## src/rtl/rs_station_pkg.sv

```systemverilog
`default_nettype none
// +----------------------------------------------------------------------------+
// | rs_station_pkg : shared sizing defaults and ALU opcode encodings for the   |
// |                  reservation station and its external rs_chooser.          |
// | Revision       : 1.0 - initial release                                     |
// +----------------------------------------------------------------------------+

`ifndef RS_SIZE
`define RS_SIZE 8
`endif
`ifndef RS_SIZE_WIDTH
`define RS_SIZE_WIDTH 3
`endif
`ifndef ROB_SIZE_WIDTH
`define ROB_SIZE_WIDTH 3
`endif

package rs_station_pkg;

    localparam int OP_WIDTH   = 6;
    localparam int DATA_WIDTH = 32;

    typedef enum logic [OP_WIDTH-1:0] {
        OP_ADD  = 6'd0,
        OP_SUB  = 6'd1,
        OP_AND  = 6'd2,
        OP_OR   = 6'd3,
        OP_XOR  = 6'd4,
        OP_SLL  = 6'd5,
        OP_SRL  = 6'd6,
        OP_SRA  = 6'd7,
        OP_SLT  = 6'd8,
        OP_SLTU = 6'd9
    } alu_op_e;

endpackage

`default_nettype wire

```

## src/rtl/rs_station.sv

```systemverilog
`default_nettype none
// +----------------------------------------------------------------------------+
// | rs_station : ALU reservation station; holds issued ops, snoops ALU/LSB CDBs |
// |              and dispatches the chooser-selected ready entry to the ALU.   |
// | Option     : define RS_CDB_BYPASS_EN to capture same-cycle CDB on issue.   |
// | Revision   : 1.0 - initial release                                         |
// +----------------------------------------------------------------------------+

`ifndef RS_SIZE
`define RS_SIZE 8
`endif
`ifndef RS_SIZE_WIDTH
`define RS_SIZE_WIDTH 3
`endif
`ifndef ROB_SIZE_WIDTH
`define ROB_SIZE_WIDTH 3
`endif

module rs_station
    import rs_station_pkg::*;
#(
    parameter int RS_SIZE       = `RS_SIZE,
    parameter int RS_SIZE_WIDTH = `RS_SIZE_WIDTH,
    parameter int ROB_WIDTH     = `ROB_SIZE_WIDTH
) (
    input  logic                     clk,
    input  logic                     rst,
    input  logic                     rdy,
    input  logic                     clear,
    input  logic                     issue_valid,
    input  logic [OP_WIDTH-1:0]      issue_op,
    input  logic [DATA_WIDTH-1:0]    issue_vj,
    input  logic [DATA_WIDTH-1:0]    issue_vk,
    input  logic [DATA_WIDTH-1:0]    issue_imm,
    input  logic [DATA_WIDTH-1:0]    issue_pc,
    input  logic                     issue_qj_valid,
    input  logic                     issue_qk_valid,
    input  logic [ROB_WIDTH-1:0]     issue_qj,
    input  logic [ROB_WIDTH-1:0]     issue_qk,
    input  logic [ROB_WIDTH-1:0]     issue_rob_id,
    output logic                     full,
    output logic [RS_SIZE-1:0]       busy,
    output logic [RS_SIZE-1:0]       ready,
    input  logic [RS_SIZE_WIDTH-1:0] free_rs_line,
    input  logic                     has_exe_rs_line,
    input  logic [RS_SIZE_WIDTH-1:0] exe_rs_line,
    input  logic                     alu_cdb_valid,
    input  logic [ROB_WIDTH-1:0]     alu_cdb_rob_id,
    input  logic [DATA_WIDTH-1:0]    alu_cdb_value,
    input  logic                     lsb_cdb_valid,
    input  logic [ROB_WIDTH-1:0]     lsb_cdb_rob_id,
    input  logic [DATA_WIDTH-1:0]    lsb_cdb_value,
    output logic                     alu_valid,
    output logic [OP_WIDTH-1:0]      alu_op,
    output logic [DATA_WIDTH-1:0]    alu_v1,
    output logic [DATA_WIDTH-1:0]    alu_v2,
    output logic [DATA_WIDTH-1:0]    alu_imm,
    output logic [DATA_WIDTH-1:0]    alu_pc,
    output logic [ROB_WIDTH-1:0]     alu_rob_id
);

    logic [RS_SIZE-1:0]    r_busy;
    logic [RS_SIZE-1:0]    r_qj_valid;
    logic [RS_SIZE-1:0]    r_qk_valid;
    logic [OP_WIDTH-1:0]   r_op     [RS_SIZE];
    logic [DATA_WIDTH-1:0] r_vj     [RS_SIZE];
    logic [DATA_WIDTH-1:0] r_vk     [RS_SIZE];
    logic [DATA_WIDTH-1:0] r_imm    [RS_SIZE];
    logic [DATA_WIDTH-1:0] r_pc     [RS_SIZE];
    logic [ROB_WIDTH-1:0]  r_qj     [RS_SIZE];
    logic [ROB_WIDTH-1:0]  r_qk     [RS_SIZE];
    logic [ROB_WIDTH-1:0]  r_rob_id [RS_SIZE];

    logic                  w_iss_qj_valid;
    logic                  w_iss_qk_valid;
    logic [DATA_WIDTH-1:0] w_iss_vj;
    logic [DATA_WIDTH-1:0] w_iss_vk;

    assign busy  = r_busy;
    assign ready = r_busy & ~r_qj_valid & ~r_qk_valid;
    assign full  = &r_busy;

`ifdef RS_CDB_BYPASS_EN
    // Resolve issued operands against this cycle's broadcasts; ALU CDB has priority.
    always_comb begin
        w_iss_qj_valid = issue_qj_valid;
        w_iss_vj       = issue_vj;
        w_iss_qk_valid = issue_qk_valid;
        w_iss_vk       = issue_vk;
        if (issue_qj_valid) begin
            if (alu_cdb_valid && alu_cdb_rob_id == issue_qj) begin
                w_iss_qj_valid = 1'b0;
                w_iss_vj       = alu_cdb_value;
            end else if (lsb_cdb_valid && lsb_cdb_rob_id == issue_qj) begin
                w_iss_qj_valid = 1'b0;
                w_iss_vj       = lsb_cdb_value;
            end
        end
        if (issue_qk_valid) begin
            if (alu_cdb_valid && alu_cdb_rob_id == issue_qk) begin
                w_iss_qk_valid = 1'b0;
                w_iss_vk       = alu_cdb_value;
            end else if (lsb_cdb_valid && lsb_cdb_rob_id == issue_qk) begin
                w_iss_qk_valid = 1'b0;
                w_iss_vk       = lsb_cdb_value;
            end
        end
    end
`else
    assign w_iss_qj_valid = issue_qj_valid;
    assign w_iss_qk_valid = issue_qk_valid;
    assign w_iss_vj       = issue_vj;
    assign w_iss_vk       = issue_vk;
`endif

    always_ff @(posedge clk or negedge rst) begin
        if (!rst) begin
            r_busy     <= '0;
            r_qj_valid <= '0;
            r_qk_valid <= '0;
            alu_valid  <= 1'b0;
            alu_op     <= '0;
            alu_v1     <= '0;
            alu_v2     <= '0;
            alu_imm    <= '0;
            alu_pc     <= '0;
            alu_rob_id <= '0;
            for (int i = 0; i < RS_SIZE; i++) begin
                r_op[i]     <= '0;
                r_vj[i]     <= '0;
                r_vk[i]     <= '0;
                r_imm[i]    <= '0;
                r_pc[i]     <= '0;
                r_qj[i]     <= '0;
                r_qk[i]     <= '0;
                r_rob_id[i] <= '0;
            end
        end else if (rdy) begin
            alu_valid <= 1'b0;
            if (clear) begin
                r_busy     <= '0;
                r_qj_valid <= '0;
                r_qk_valid <= '0;
            end else begin
                // CDB snoop: only pending operands of live entries listen.
                for (int i = 0; i < RS_SIZE; i++) begin
                    if (r_busy[i] && r_qj_valid[i]) begin
                        if (alu_cdb_valid && alu_cdb_rob_id == r_qj[i]) begin
                            r_vj[i]       <= alu_cdb_value;
                            r_qj_valid[i] <= 1'b0;
                        end else if (lsb_cdb_valid && lsb_cdb_rob_id == r_qj[i]) begin
                            r_vj[i]       <= lsb_cdb_value;
                            r_qj_valid[i] <= 1'b0;
                        end
                    end
                    if (r_busy[i] && r_qk_valid[i]) begin
                        if (alu_cdb_valid && alu_cdb_rob_id == r_qk[i]) begin
                            r_vk[i]       <= alu_cdb_value;
                            r_qk_valid[i] <= 1'b0;
                        end else if (lsb_cdb_valid && lsb_cdb_rob_id == r_qk[i]) begin
                            r_vk[i]       <= lsb_cdb_value;
                            r_qk_valid[i] <= 1'b0;
                        end
                    end
                end

                if (has_exe_rs_line) begin
                    alu_valid           <= 1'b1;
                    alu_op              <= r_op[exe_rs_line];
                    alu_v1              <= r_vj[exe_rs_line];
                    alu_v2              <= r_vk[exe_rs_line];
                    alu_imm             <= r_imm[exe_rs_line];
                    alu_pc              <= r_pc[exe_rs_line];
                    alu_rob_id          <= r_rob_id[exe_rs_line];
                    r_busy[exe_rs_line] <= 1'b0;
                end

                // The chooser never picks a busy free line, so this cannot collide with dispatch.
                if (issue_valid && !full) begin
                    r_busy[free_rs_line]     <= 1'b1;
                    r_op[free_rs_line]       <= issue_op;
                    r_vj[free_rs_line]       <= w_iss_vj;
                    r_vk[free_rs_line]       <= w_iss_vk;
                    r_imm[free_rs_line]      <= issue_imm;
                    r_pc[free_rs_line]       <= issue_pc;
                    r_qj_valid[free_rs_line] <= w_iss_qj_valid;
                    r_qk_valid[free_rs_line] <= w_iss_qk_valid;
                    r_qj[free_rs_line]       <= issue_qj;
                    r_qk[free_rs_line]       <= issue_qk;
                    r_rob_id[free_rs_line]   <= issue_rob_id;
                end
            end
        end
    end

endmodule

`default_nettype wire

```

## config.mk

```make
export PLATFORM = sky130hd
export DESIGN_NAME = rs_station
export DESIGN_NICKNAME = d
export VERILOG_FILES = /design/src/rtl/rs_station_pkg.sv /design/src/rtl/rs_station.sv
export SDC_FILE = /design/constraint.sdc
export NUM_CORES = 2
export LEC_CHECK = 0
export BUFFER_PORTS_ARGS = -buffer_cell sky130_fd_sc_hd__buf_2
export CORE_MARGIN = 2
export CORE_UTILIZATION = 35
export DETAILED_ROUTE_END_ITERATION = 8
export PLACE_DENSITY = 0.64
export REMOVE_ABC_BUFFERS = 1
export SLEW_MARGIN = 20
export SYNTH_ARGS = -nofsm -noshare
export SYNTH_HDL_FRONTEND = slang
export SYNTH_SLANG_ARGS = --single-unit
```

## constraint.sdc

```tcl
create_clock -name clk -period 2.1 [get_ports clk]
set_clock_uncertainty 0.05 [all_clocks]
set_input_delay 0.21 -clock clk [delete_from_list [all_inputs] [get_ports clk]]
set_output_delay 0.21 -clock clk [all_outputs]
set_load 0.02 [all_outputs]
```

==> results by group <==
Outcome
  • Status: finished with violations
  • Failing checks: setup timing

GRT
  • Grt total ovfl: 0
  • First-pass GRT wire length: 376000 µm
  • Vias in the first global route: 57100
  • Largest net degree at the start of global routing: 99
  • Global-route usage over all layers: 25.8%
  • Initial antenna violation count: 33

Yosys
  • Syn Area/Cell: 10.3 µm²
  • Synthesized area: 66500 µm²
  • Top post-synthesis cells by area: dfrtp_1, nand2_1, mux4_2
  • Cell taking the most area after synthesis: dfrtp_1
  • Primary FF master, synth: dfrtp_1
  • Synth top area share: 49.1%
  • FF+latch count, synth: 1306
  • Mapped Cells: 6487
  • Ys async rst share: 100%
  • Sequential area share after synthesis: 49.1%
  • Post-synth EDFFs: 0
  • Yosys warns: 0
  • Library cells used by synthesis: 51

Timing
  • Final period utilization: 107%
  • Final hold viol count: 0
  • Tightest Pin Transition: 0.980 ns
  • Maximum clock frequency: 0.445 GHz
  • Slew margin rel.: 34.5%
  • Final setup viols: 456
  • RSZ-0062 raised after global routing: true
  • Slew Limit Fails: 0
  • Fin Setup TNS: -20.63 ns
  • Final worst slack: -0.148 ns
  • Min cycle time layout: 2.25 ns

Layout
  • Design Area, Final: 85500 µm²
  • Area Growth Syn to Fin: 28.5%
  • Share of layout cells above drive strength 1: 24.4%
  • Commonest non-fill, non-tap cell in the layout: nand2_1
  • Most frequent cells in the layout: nand2_1, dfrtp_1, mux2i_1, buf_2, mux4_2
  • Final nets: 7384
  • Final Instance Count excl. Fillers: 9800

Pwr
  • VDD IR-drop max: 0.810 mV
  • Sw Ratio: 29.9%
  • Net switching power: 22.4 mW
  • Leak: 42.1 nW
  • Clock network power share: 36.1%
  • Int Pwr: 52.7 mW
  • Reg power frac: 43.0%
  • Combinational share of power: 20.8%
  • Power per standard cell area: 879 nW/µm²

Die
  • Die Wd: 440 µm
  • Die height: 440 µm
  • Core Region: 190000 µm²
  • # IOs: 384
  • Row cnt: 160
  • DIE AREA: 194000 µm²
  • Initial Util: 35.1%

Clocking
  • CTS HTree Levels: 4
  • Clk Tree Root Cell: clkbuf_16
  • Clock Pin Slew Worst Setup and Hold Paths: 0.06 ns
  • CTS sink cnt: 1306
  • CTS tree: built
  • Clk buf depth: 3
  • Skew-Pair Late Insertion Delay: 0.82 ns
  • Cts bufs inserted: 149

Detailed routing
  • Routed met3 length: 26800 µm
  • Via Count: 57100
  • Total Wirelength: 263000 µm
  • Via density: 5.83
  • Highest routed layer: met5
  • Met2 Wirelength: 123000 µm
  • TritonRoute pass-1 iters: 7
  • DR WL/cell: 26.8 µm
  • Metal-1 WL: 98700 µm
  • DRC: 0
  • DRT antenna net count: 0
  • Starting DRT DRC Count: 7245

Setup path
  • CP arrival: 2.95 ns
  • Element type at the critical path end: flop
  • Critical Path RT: 2.80 ns
  • Worst r2r path cells: 8
  • CP Launch Type: flop
  • CP Max Fanout: 5
  • CP Class: reg2reg

Placement
  • # port buffers: 383
  • HPWL Detailed: 158000 µm
  • RD Place Congestion: 0.913
  • Cell area after placement: 74700 µm²
  • Placed instance count: 9174
  • Setup WS pre-CTS: -0.207 ns

Run
  • Max Cap Viol: 0

Worst hold path
  • HP Class: in2reg
  • WHS Path Cells: 6
[final timing paths]
path | endpoint | slack, ns | start
min reg2reg | r_op[30]$_DFFE_PN0P_ | 0.42 | r_op[30]$_DFFE_PN0P_
max reg2reg | r_vk[99]$_DFFE_PN0P_ | -0.15 | busy[6]$_DFFE_PN0P_
max in group asynchronous | r_vk[210]$_DFFE_PN0P_ | 0.34 | rst
max | r_vk[99]$_DFFE_PN0P_ | -0.15 | busy[6]$_DFFE_PN0P_
min | r_qk_valid[1]$_DFFE_PN0P_ | 0.12 | lsb_cdb_rob_id[1]
min in group asynchronous | r_vj[211]$_DFFE_PN0P_ | 0.26 | rst
[worst max-delay path, stage by stage, from the launching register on]
cell	delay, ns
dfrtp_1	0.40
nand4_4	0.17
buf_6	0.18
o21a_1	0.22
buf_6	0.13
a221o_4	0.51
clkbuf_16	0.25
nor2_1	0.13
a221o_1	0.13
[cell usage after synthesis, types with 92 or more instances]
cell and instances:
clkbuf_1 319, a221o_1 184, o21ai_0 165, nand2_1 2081
mux4_2 274, o221ai_1 254, a21oi_1 92, dfrtp_1 1306
mux2_2 159, xnor2_1 96, buf_1 113, mux2i_1 561
inv_1 264, buf_2 186
[per-stage QoR]
stage,utilization [%],hold WS [ns],total power [mW]
detailed placement,39.4,0.122,47.1
finish,45.1,0.117,75.1
floorplan,-,-0.136,40.7
global placement,39.4,0.121,46.4
global route,45.1,0.141,78.2
CTS,43.9,0.0653,74.8
[power by group through the flow]
stage	combinational, mW	clock [mW]	sequential (mW)
5_1_grt	16.9	28.5	32.8
3_5_place_dp	14.5	0	32.6
2_1_floorplan	8.09	0	32.6
4_1_cts	15.1	27.4	32.2
3_3_place_gp	14.1	0	32.3
6_report	15.7	27.1	32.3
[kinds of logic (layout without fill, tap and decap cells)]
kind of cell / count (synthesis) / in the layout / synth area share [%]
simple gates: 2344 / 2345 / 13.9
flops: 1306 / 1306 / 49.1
mux: 994 / 994 / 20.4
buf+inv: 893 / 1676 / 5.47
compound gates: 854 / 854 / 9.90
xor+xnor: 96 / 96 / 1.26
other cells: 0 / 18 / 0
[metal layers]
metal	track usage (%)	up-vias
met5	0	-
met4	12.8	18
met3	6.12	827
met2	41.4	3551
met1	32.5	28800
li1	-	23900
[flip-flops by register name, indices dropped and copies added (netlist names), 8 cells and up]
register	flops
r_imm	256
r_pc	256
r_vj	256
r_vk	256
r_op	48
alu_imm	32
alu_pc	32
alu_v1	32
alu_v2	32
r_qj	24
r_qk	24
r_rob_id	24
busy	8
r_qj_valid	8
r_qk_valid	8
[what timing repair did]
action,4_1_cts,5_1_grt
pin swaps,28,98
hold buffers,218,0
endpoints found under the hold margin,2499,0
gates cloned,13,35
buffers inserted,41,44
setup endpoints to repair,290,907
resized for setup,134,270
[cell type report]
cell class,count,area (µm²)
tap,2511,3140
inverter,264,991
clock inverter,47,702
timing repair buffer,1145,11900
fill,17200,104000
sequential,1306,32700
clock buffer,220,4360
multi-input combinational,4289,31700
antenna,18,45.0
No activity file was read; power rests on OpenSTA's default activity.
